## config.mk

```make
export PLATFORM = sky130hd
export DESIGN_NAME = mem_arbiter
export DESIGN_NICKNAME = d
export VERILOG_FILES = /design/src/rtl/mem_arbiter.sv
export SDC_FILE = /design/constraint.sdc
export NUM_CORES = 1
export LEC_CHECK = 0
export BUFFER_PORTS_ARGS = -buffer_cell sky130_fd_sc_hd__buf_2
export CAP_MARGIN = 25
export CORE_ASPECT_RATIO = 1.4
export CORE_MARGIN = 4
export CORE_UTILIZATION = 40
export CTS_BUF_LIST = sky130_fd_sc_hd__clkbuf_2 sky130_fd_sc_hd__clkbuf_4 sky130_fd_sc_hd__clkbuf_8
export CTS_CLUSTER_DIAMETER = 150
export DETAILED_ROUTE_END_ITERATION = 12
export PLACE_DENSITY = 0.83
export SLEW_MARGIN = 20
export SYNTH_ARGS = -nofsm -noshare
export SYNTH_HDL_FRONTEND = slang
export SYNTH_SLANG_ARGS = --single-unit
```

## constraint.sdc

```tcl
create_clock -name clk -period 4.1 [get_ports clk]
set_input_delay 0.615 -clock clk [delete_from_list [all_inputs] [get_ports clk]]
set_output_delay 0.615 -clock clk [all_outputs]
set_load 0.02 [all_outputs]
```

## src/rtl/mem_arbiter.sv

```systemverilog
// Round-robin arbiter sharing one SDRAM-side port between a read-only fetch port (F) and a read/write data port (D).
// Optional ISSUE-phase timeout abort is compiled in with `define MEM_ARB_TIMEOUT_EN.
module mem_arbiter #(
  parameter int ADDR_W  = 25,
  parameter int DATA_W  = 16,
  parameter int TIMEOUT = 255
) (
  input  logic              clk,
  input  logic              rst_n,
  input  logic              f_req,
  input  logic [ADDR_W-1:0] f_addr,
  output logic [DATA_W-1:0] f_rdata,
  output logic              f_ack,
  input  logic              d_req,
  input  logic              d_we,
  input  logic [ADDR_W-1:0] d_addr,
  input  logic [DATA_W-1:0] d_wdata,
  output logic [DATA_W-1:0] d_rdata,
  output logic              d_ack,
  output logic              mem_req,
  output logic              mem_we,
  output logic [ADDR_W-1:0] mem_addr,
  output logic [DATA_W-1:0] mem_wdata,
  input  logic [DATA_W-1:0] mem_rdata,
  input  logic              mem_ack,
  output logic              busy,
  output logic              grant,
  output logic              err
);

  localparam logic [1:0] S_IDLE  = 2'd0;
  localparam logic [1:0] S_ISSUE = 2'd1;
  localparam logic [1:0] S_RESP  = 2'd2;

  logic [1:0]        state_q, state_d;
  logic              grant_q, grant_d;
  logic              mem_req_q, mem_req_d;
  logic              mem_we_q, mem_we_d;
  logic [ADDR_W-1:0] mem_addr_q, mem_addr_d;
  logic [DATA_W-1:0] mem_wdata_q, mem_wdata_d;
  logic [DATA_W-1:0] f_rdata_q, f_rdata_d;
  logic [DATA_W-1:0] d_rdata_q, d_rdata_d;
  logic              f_ack_q, f_ack_d;
  logic              d_ack_q, d_ack_d;
  logic              pick;

`ifdef MEM_ARB_TIMEOUT_EN
  localparam int CNT_W = $clog2(TIMEOUT + 1);
  logic [CNT_W-1:0]  cnt_q, cnt_d;
  logic              err_q, err_d;
`else
  logic              unused_timeout;
  assign unused_timeout = |TIMEOUT;
`endif

  always_comb begin
    // NOTE: every next-state signal gets a default first so no path leaves it unassigned (no latches).
    state_d     = state_q;
    grant_d     = grant_q;
    mem_req_d   = mem_req_q;
    mem_we_d    = mem_we_q;
    mem_addr_d  = mem_addr_q;
    mem_wdata_d = mem_wdata_q;
    f_rdata_d   = f_rdata_q;
    d_rdata_d   = d_rdata_q;
    f_ack_d     = 1'b0;
    d_ack_d     = 1'b0;
    pick        = grant_q;
`ifdef MEM_ARB_TIMEOUT_EN
    cnt_d       = cnt_q;
    err_d       = 1'b0;
`endif

    case (state_q)
      S_IDLE: begin
        if (f_req || d_req) begin
          // On a tie the port that did not own the last transaction wins.
          pick      = (f_req && d_req) ? ~grant_q : d_req;
          grant_d   = pick;
          mem_req_d = 1'b1;
          state_d   = S_ISSUE;
          if (pick) begin
            mem_we_d    = d_we;
            mem_addr_d  = d_addr;
            mem_wdata_d = d_wdata;
          end else begin
            mem_we_d    = 1'b0;
            mem_addr_d  = f_addr;
          end
`ifdef MEM_ARB_TIMEOUT_EN
          cnt_d = '0;
`endif
        end
      end

      S_ISSUE: begin
        if (mem_ack) begin
          mem_req_d = 1'b0;
          state_d   = S_RESP;
          if (grant_q) begin
            d_ack_d = 1'b1;
            if (!mem_we_q) d_rdata_d = mem_rdata;
          end else begin
            f_ack_d   = 1'b1;
            f_rdata_d = mem_rdata;
          end
        end
`ifdef MEM_ARB_TIMEOUT_EN
        else begin
          cnt_d = cnt_q + CNT_W'(1);
          if (cnt_q == CNT_W'(TIMEOUT - 1)) begin
            mem_req_d = 1'b0;
            state_d   = S_RESP;
            err_d     = 1'b1;
            if (grant_q) begin
              d_ack_d   = 1'b1;
              d_rdata_d = DATA_W'(16'hDEAD);
            end else begin
              f_ack_d   = 1'b1;
              f_rdata_d = DATA_W'(16'hDEAD);
            end
          end
        end
`endif
      end

      S_RESP:  state_d = S_IDLE;
      default: state_d = S_IDLE;
    endcase
  end

  always_ff @(posedge clk or negedge rst_n) begin
    if (!rst_n) begin
      state_q     <= S_IDLE;
      grant_q     <= 1'b1;
      mem_req_q   <= 1'b0;
      mem_we_q    <= 1'b0;
      mem_addr_q  <= '0;
      mem_wdata_q <= '0;
      f_rdata_q   <= '0;
      d_rdata_q   <= '0;
      f_ack_q     <= 1'b0;
      d_ack_q     <= 1'b0;
`ifdef MEM_ARB_TIMEOUT_EN
      cnt_q       <= '0;
      err_q       <= 1'b0;
`endif
    end else begin
      // NOTE: non-blocking assignments so every register samples pre-edge values.
      state_q     <= state_d;
      grant_q     <= grant_d;
      mem_req_q   <= mem_req_d;
      mem_we_q    <= mem_we_d;
      mem_addr_q  <= mem_addr_d;
      mem_wdata_q <= mem_wdata_d;
      f_rdata_q   <= f_rdata_d;
      d_rdata_q   <= d_rdata_d;
      f_ack_q     <= f_ack_d;
      d_ack_q     <= d_ack_d;
`ifdef MEM_ARB_TIMEOUT_EN
      cnt_q       <= cnt_d;
      err_q       <= err_d;
`endif
    end
  end

  assign mem_req   = mem_req_q;
  assign mem_we    = mem_we_q;
  assign mem_addr  = mem_addr_q;
  assign mem_wdata = mem_wdata_q;
  assign f_rdata   = f_rdata_q;
  assign d_rdata   = d_rdata_q;
  assign f_ack     = f_ack_q;
  assign d_ack     = d_ack_q;
  assign grant     = grant_q;
  assign busy      = (state_q != S_IDLE);
`ifdef MEM_ARB_TIMEOUT_EN
  assign err       = err_q;
`else
  assign err       = 1'b0;
`endif

endmodule
```

==> flow_summary.json, run 1 <==
{
  "outcome": "finished, final reports clean",
  "ctsHoldBuffers": 0,
  "post-route-util": 0.543,
  "rr_startpoint": "grant",
  "fin_ws_ns": 2.05,
  "dp_cells": 464,
  "antenna_found_initial": 0,
  "cts_buffers": 9,
  "fin_crit_ns": 2.05,
  "first_iter_violations": 36,
  "r2r_cells": 4,
  "multi_input_area_um2": 1240,
  "post_drt_via_cell_ratio": 4.75,
  "fin_tns_setup_ns": 0,
  "grt_use_total": 0.148,
  "dp_hpwl_um": 5340,
  "wl_per_cell_um": 15.0,
  "placed_area_um2": 4220,
  "grt_pass1_wl_um": 11500,
  "post_cts_buffers": 0,
  "fin_area_um2": 4420,
  "worstSetupEndpointType": "flip-flop",
  "rows": 39,
  "path_cells": "a21bo_1, buf_8, mux2_1, mux2_2",
  "dp_slack_ns": 1.67,
  "clock_latency_ns": 0.33,
  "dieWidth_um": 85.1,
  "power_density_nw_per_um2": 811,
  "maxCapViolations": 0,
  "vias": 2285,
  "path_class": "reg2reg",
  "syn-instance-count": 205,
  "rsz0062_at_grt": "false",
  "netlist_area_um2": 3330,
  "cts_resized": 0,
  "core_um2": 8150,
  "die_h_um": 116,
  "synth_nets": 293,
  "htree_num_levels": 3,
  "finalHoldViolCount": 0,
  "synth_area_per_cell_um2": 16.3,
  "setup_violations": 0,
  "ant_nets": 0,
  "numPortBuffers": 166,
  "start_kind": "flip-flop",
  "synth_warnings": 0,
  "grt_pass1_vias": 2410,
  "nFillCells": 727,
  "clk_pin_slew_ns": 0.07,
  "hold_path_class": "in2async",
  "instances_no_fill": 481,
  "holdWs_ns": 0.243,
  "cts_tree": "built",
  "dieArea_um2": 9870,
  "report.final.slew_viol_count": 0,
  "wirelength_um": 7200,
  "period_share": 0.500,
  "seq_area_frac_synth": 0.601,
  "crit_slowest_cell": "dfstp_2",
  "final_nets": 463,
  "r2r_end": "mem_addr[7]",
  "power.leakage_nw": 2.20,
  "cts.sinks": 80,
  "layout-drive-gt1-share": 0.709,
  "crit_required_ns": 4.31,
  "drc": 0,
  "regArea_um2": 2000,
  "grt_max_degree": 81,
  "ir_drop_v": 0.000443,
  "regToRegSetupSlack_ns": 2.05,
  "critPathLaunch": "grant",
  "synth_cell_type_count": 23,
  "overflow": 0,
  "drtPass1Iterations": 4,
  "critPathArrivalTime_ns": 2.26,
  "crit_fanout": 14,
  "slowest_delay_ns": 0.58,
  "fmax_mhz": 488,
  "cts_max_path_buffers": 2,
  "area_growth_pct": 32.7,
  "initial_utilization": 0.409,
  "maxSlewHeadroom": 0.384,
  "tightest_slew_ns": 0.923,
  "cts_root_buf": "clkbuf_8",
  "crit_path_end": "mem_addr[7]",
  "top_level_ports": 168,
  "fin_skew_ns": 0.00389,
  "total_power_mw": 3.59,
  "synth-seq-cells": 80,
  "gp_congestion": 0.665
}
-- state kept, by name, indices dropped and copies added (netlist names) --
register and flops:
d_rdata 16, state_q 2, grant 1, mem_req 1, f_rdata 16, d_ack 1
f_ack 1, mem_addr 25, mem_wdata 16, mem_we 1
-- cells by family after synthesis --
family,count (synthesis),synth area share
other,1,0.00113
AOI/OAI and AO/OA,5,0.0116
buffers and inverters,12,0.0278
muxes,98,0.338
DFF,80,0.601
and+or+nand+nor,9,0.0203
-- synthesized netlist by cell type, drive strengths merged --
| library cell | n | area (µm²) |
|---|---|---|
| nor3 | 1 | 16.3 |
| nand3b | 1 | 7.51 |
| a21o | 1 | 7.51 |
| nand2 | 2 | 7.51 |
| or2 | 1 | 8.76 |
| dfstp | 1 | 26.3 |
| o21bai | 1 | 7.51 |
| mux2 | 98 | 1130 |
| o21ai | 1 | 5.00 |
| inv | 2 | 7.51 |
| a21bo | 1 | 10.0 |
| buf | 10 | 85.1 |
| dfrtp | 79 | 1980 |
| nand2b | 1 | 6.26 |
| conb | 1 | 3.75 |
| nor2 | 3 | 21.3 |
| a22o | 1 | 8.76 |
-- per-layer routing --
layer / vias to the layer above / part of all wire / global-route usage / wire, µm
met5: - / 0 / 0 / 0
met2: 109 / 0.51 / 0.249 / 3650
li1: 1066 / - / - / -
met1: 1103 / 0.36 / 0.171 / 2610
met4: 0 / 0.011 / 0.0539 / 79
met3: 7 / 0.12 / 0.0597 / 857
-- report_power, final --
part	switching, mW	internal [mW]	total, mW
clock	0.246	0.250	0.496
combinational	0.944	0.754	1.70
sequential	0.202	1.19	1.39
-- worst min-delay path by stage --
stage,slack [ns],end,cells past startpoint
after floorplan,0.32,d_ack,0
after detailed placement,0.47,d_rdata[9],1
after global placement,0.45,mem_req,2
after global routing,0.26,mem_addr[4],1
final,0.24,mem_addr[4],1
after CTS,0.46,mem_addr[4],1
-- cells in the final DEF (no fill, tap or decap), drive strengths merged --
cell type,synthesis,final
buf,10,169
mux2,98,98
dfrtp,79,79
clkbuf,0,13
nor2,3,3
inv,2,2
nand2,2,2
diode,0,1
or2,1,1
nand3b,1,1
a21bo,1,1
nand2b,1,1
o21bai,1,1
o21ai,1,1
nor3,1,1
a22o,1,1
a21o,1,1
conb,1,1
clkinv,0,1
dfstp,1,1
-- layout make-up --
cell class / count / share of cell area
Inverter: 2 / 0.00170
Sequential cell: 80 / 0.453
Tap cell: 102 / 0.0289
Clock inverter: 1 / 0.00113
Clock buffer: 13 / 0.0362
Timing Repair Buffer: 169 / 0.198
Antenna cell: 1 / 0.000566
Multi-Input combinational cell: 113 / 0.280
-- worst max-delay path, delay by kind of cell, from the launching register on --
family / cells / cell delay [ns]
DFF: 1 / 0.58
AOI/OAI and AO/OA: 1 / 0.50
buffers and inverters: 1 / 0.23
muxes: 2 / 0.61
No activity file was read; power rests on OpenSTA's default activity.
==> inputs of run 2 (changes only) <==
--- a/config.mk
+++ b/config.mk
@@ -5,6 +5,7 @@
 export SDC_FILE = /design/constraint.sdc
 export NUM_CORES = 1
 export LEC_CHECK = 0
+export ABC_AREA = 1
 export BUFFER_PORTS_ARGS = -buffer_cell sky130_fd_sc_hd__buf_2
 export CAP_MARGIN = 25
 export CORE_ASPECT_RATIO = 1.4
@@ -13,7 +14,7 @@
 export CTS_BUF_LIST = sky130_fd_sc_hd__clkbuf_2 sky130_fd_sc_hd__clkbuf_4 sky130_fd_sc_hd__clkbuf_8
 export CTS_CLUSTER_DIAMETER = 150
 export DETAILED_ROUTE_END_ITERATION = 12
-export PLACE_DENSITY = 0.83
+export PLACE_DENSITY = 0.84
 export SLEW_MARGIN = 20
 export SYNTH_ARGS = -nofsm -noshare
 export SYNTH_HDL_FRONTEND = slang
==> constraint.sdc (replaced) <==
create_clock -name clk -period 1.82 [get_ports clk]
set_input_delay 0.273 -clock clk [delete_from_list [all_inputs] [get_ports clk]]
set_output_delay 0.273 -clock clk [all_outputs]
set_load 0.02 [all_outputs]
==> flow_summary.json, run 2 <==
{
  "synth_edf_count": 0,
  "start_kind": "flip-flop",
  "report.final.slew_viol_count": 0,
  "fin_tns_setup_ns": 0,
  "grt_pass1_wl_um": 15200,
  "critPathLaunch": "grant",
  "p_comb_frac": 0.444,
  "cts.sinks": 80,
  "wl_met2_um": 4720,
  "fin_skew_ns": 0.00541,
  "ir_drop_v": 0.000926,
  "antenna_found_initial": 0,
  "power_density_nw_per_um2": 1750,
  "wl_per_cell_um": 13.0,
  "r2r_end": "mem_wdata[12]",
  "finalHoldViolCount": 0,
  "holdWs_ns": 0.139,
  "whs_path_depth": 3,
  "ys_top_cells_by_area": "dfrtp_1 (55%), nand2_1 (22%), nand3_1 (9.5%)",
  "met1_length_um": 3760,
  "dieWidth_um": 88.1,
  "synth_area_per_cell_um2": 7.93,
  "placed_area_um2": 4510,
  "largest_reg_flops": 25,
  "regArea_um2": 2000,
  "rsz0062_at_grt": "false",
  "ant_nets": 0,
  "fin_area_um2": 4770,
  "crit_slowest_cell": "dfstp_2",
  "core_um2": 8660,
  "overflow": 0,
  "syn-instance-count": 453,
  "setup_violations": 0,
  "synth_top_area_frac": 0.551,
  "clk_pin_slew_ns": 0.08,
  "yosysMostFrequentCell": "nand2_1",
  "async_flop_share": 1.00,
  "numPortBuffers": 166,
  "crit_fanout": 26,
  "outcome": "finished, final reports clean",
  "dp_slack_ns": 0.312,
  "yosys.area.top_type": "dfrtp_1",
  "final_common_cell": "nand2_1",
  "area_growth_pct": 32.8,
  "regToRegSetupSlack_ns": 0.32,
  "nFillCells": 783,
  "die_h_um": 120,
  "min_to": "f_rdata[13]",
  "cell_internal_pwr_mw": 4.75,
  "drc": 0,
  "r2r_cells": 6,
  "cts_root_buf": "clkbuf_8",
  "grt_use_total": 0.181,
  "initial_utilization": 0.415,
  "synth_nets": 541,
  "wl_met3_um": 746,
  "crit_required_ns": 2.11,
  "dp_hpwl_um": 7200,
  "sw_frac_of_total": 0.432,
  "top_level_ports": 168,
  "antenna_cells": 0,
  "clkPwrFrac": 0.187,
  "rr_startpoint": "grant",
  "fmax_mhz": 665,
  "dieArea_um2": 10600,
  "post_drt_via_cell_ratio": 4.73,
  "rows": 40,
  "gp_congestion": 0.832,
  "seq_power_share": 0.369,
  "cts_max_path_buffers": 2,
  "fin_crit_ns": 1.50,
  "top_layer": "met4",
  "worstSetupEndpointType": "flip-flop",
  "path_class": "reg2reg",
  "netlist_area_um2": 3590,
  "first_iter_violations": 166,
  "hold_path_class": "in2reg",
  "fin_ws_ns": 0.317,
  "cts_resized": 0,
  "drtPass1Iterations": 6,
  "synth_cell_type_count": 21,
  "slowest_delay_ns": 0.60,
  "cts_tree": "built",
  "maxCapViolations": 0,
  "final_cell_mix": "nand2_1 (211), buf_2 (165), dfrtp_1 (79)",
  "critPathArrivalTime_ns": 1.79,
  "clock_latency_ns": 0.35,
  "power.leakage_nw": 2.95,
  "ys.flop_type": "dfrtp_1",
  "cts_buffers": 9,
  "wirelength_um": 9450,
  "period_share": 0.826,
  "layout-drive-gt1-share": 0.328,
  "htree_num_levels": 3,
  "synthTopCellsByCount": "nand2_1 (211), dfrtp_1 (79), nand3_1 (68)",
  "final_nets": 705,
  "p_switching_mw": 3.61,
  "grt_max_degree": 33,
  "synth_warnings": 0,
  "multi_input_area_um2": 1250,
  "grt_pass1_vias": 3312,
  "holdCritStartpoint": "mem_rdata[13]",
  "vias": 3441,
  "path_cells": "nand2_2, nand2_4, inv_4, nand2_4, nand2_1, nand2_1",
  "synth-seq-cells": 80,
  "seq_area_frac_synth": 0.558
}
run 2: cell types whose count changed in the layout (fill, tap and decap cells not counted), moves of 6 or more:
cell     before  now
nand3_1       0   68
mux2_1       19    0
mux2_2       73    0
inv_1         2   53
nand2_1       2  211
mux2_4        6    0
run 2: how the worst max path moves through the flow:
stage,cells after the start,to
final,6,mem_wdata[12]
after global routing,6,mem_addr[0]
after CTS,6,mem_wdata[12]
after detailed placement,6,mem_wdata[12]
after global placement,6,mem_wdata[4]
after floorplan,5,d_rdata[10]
run 2: power by group through the flow:
stage          sequential [mW]  combinational [mW]  clock [mW]
2_1_floorplan             4.07                1.42           0
3_3_place_gp              3.09                3.65           0
3_5_place_dp              3.10                3.77           0
4_1_cts                   3.08                3.77        1.61
5_1_grt                   3.18                4.09        1.67
6_report                  3.09                3.71        1.57
run 2: area by class of cell:
class                           count  share of cell area
Clock buffer                       11              0.0291
Clock inverter                      5              0.0220
Inverter                           58              0.0462
Multi-Input combinational cell    294               0.262
Sequential cell                    80               0.420
Tap cell                          105              0.0276
Timing Repair Buffer              174               0.193
run 2: critical path, delay by kind of cell (launching register included):
| family | cells | cell delay [ns] |
|---|---|---|
| buf+inv | 1 | 0.16 |
| simple gates | 5 | 0.69 |
| flops | 1 | 0.60 |
run 2: what timing repair did:
action / CTS / global route
hold buffers: 1 / 0
buffers inserted: 0 / 0
endpoints found under the hold margin: 29 / 0
run 2: metal layers:
| metal | track usage | vias to the layer above |
|---|---|---|
| met4 | 0.0756 | 0 |
| met3 | 0.0398 | 16 |
| met5 | 0 | - |
| met2 | 0.309 | 128 |
| met1 | 0.218 | 1605 |
| li1 | - | 1692 |
run 2: per-stage QoR:
stage	power (mW)	std cells	utilization
final	8.36	727	0.551
after global routing	8.95	727	0.551
after CTS	8.46	727	0.551
after detailed placement	6.87	710	0.521
after global placement	6.74	710	0.521
after floorplan	5.48	453	-
run 2: logic make-up (layout without fill, tap and decap cells):
| family | Yosys count | in the layout | share of synthesized area |
|---|---|---|---|
| AO/OA/AOI/OAI | 1 | 1 | 0.00139 |
| buffers and inverters | 79 | 248 | 0.0948 |
| flip-flops | 80 | 80 | 0.558 |
| other | 1 | 1 | 0.00104 |
| AND/OR/NAND/NOR | 292 | 292 | 0.345 |
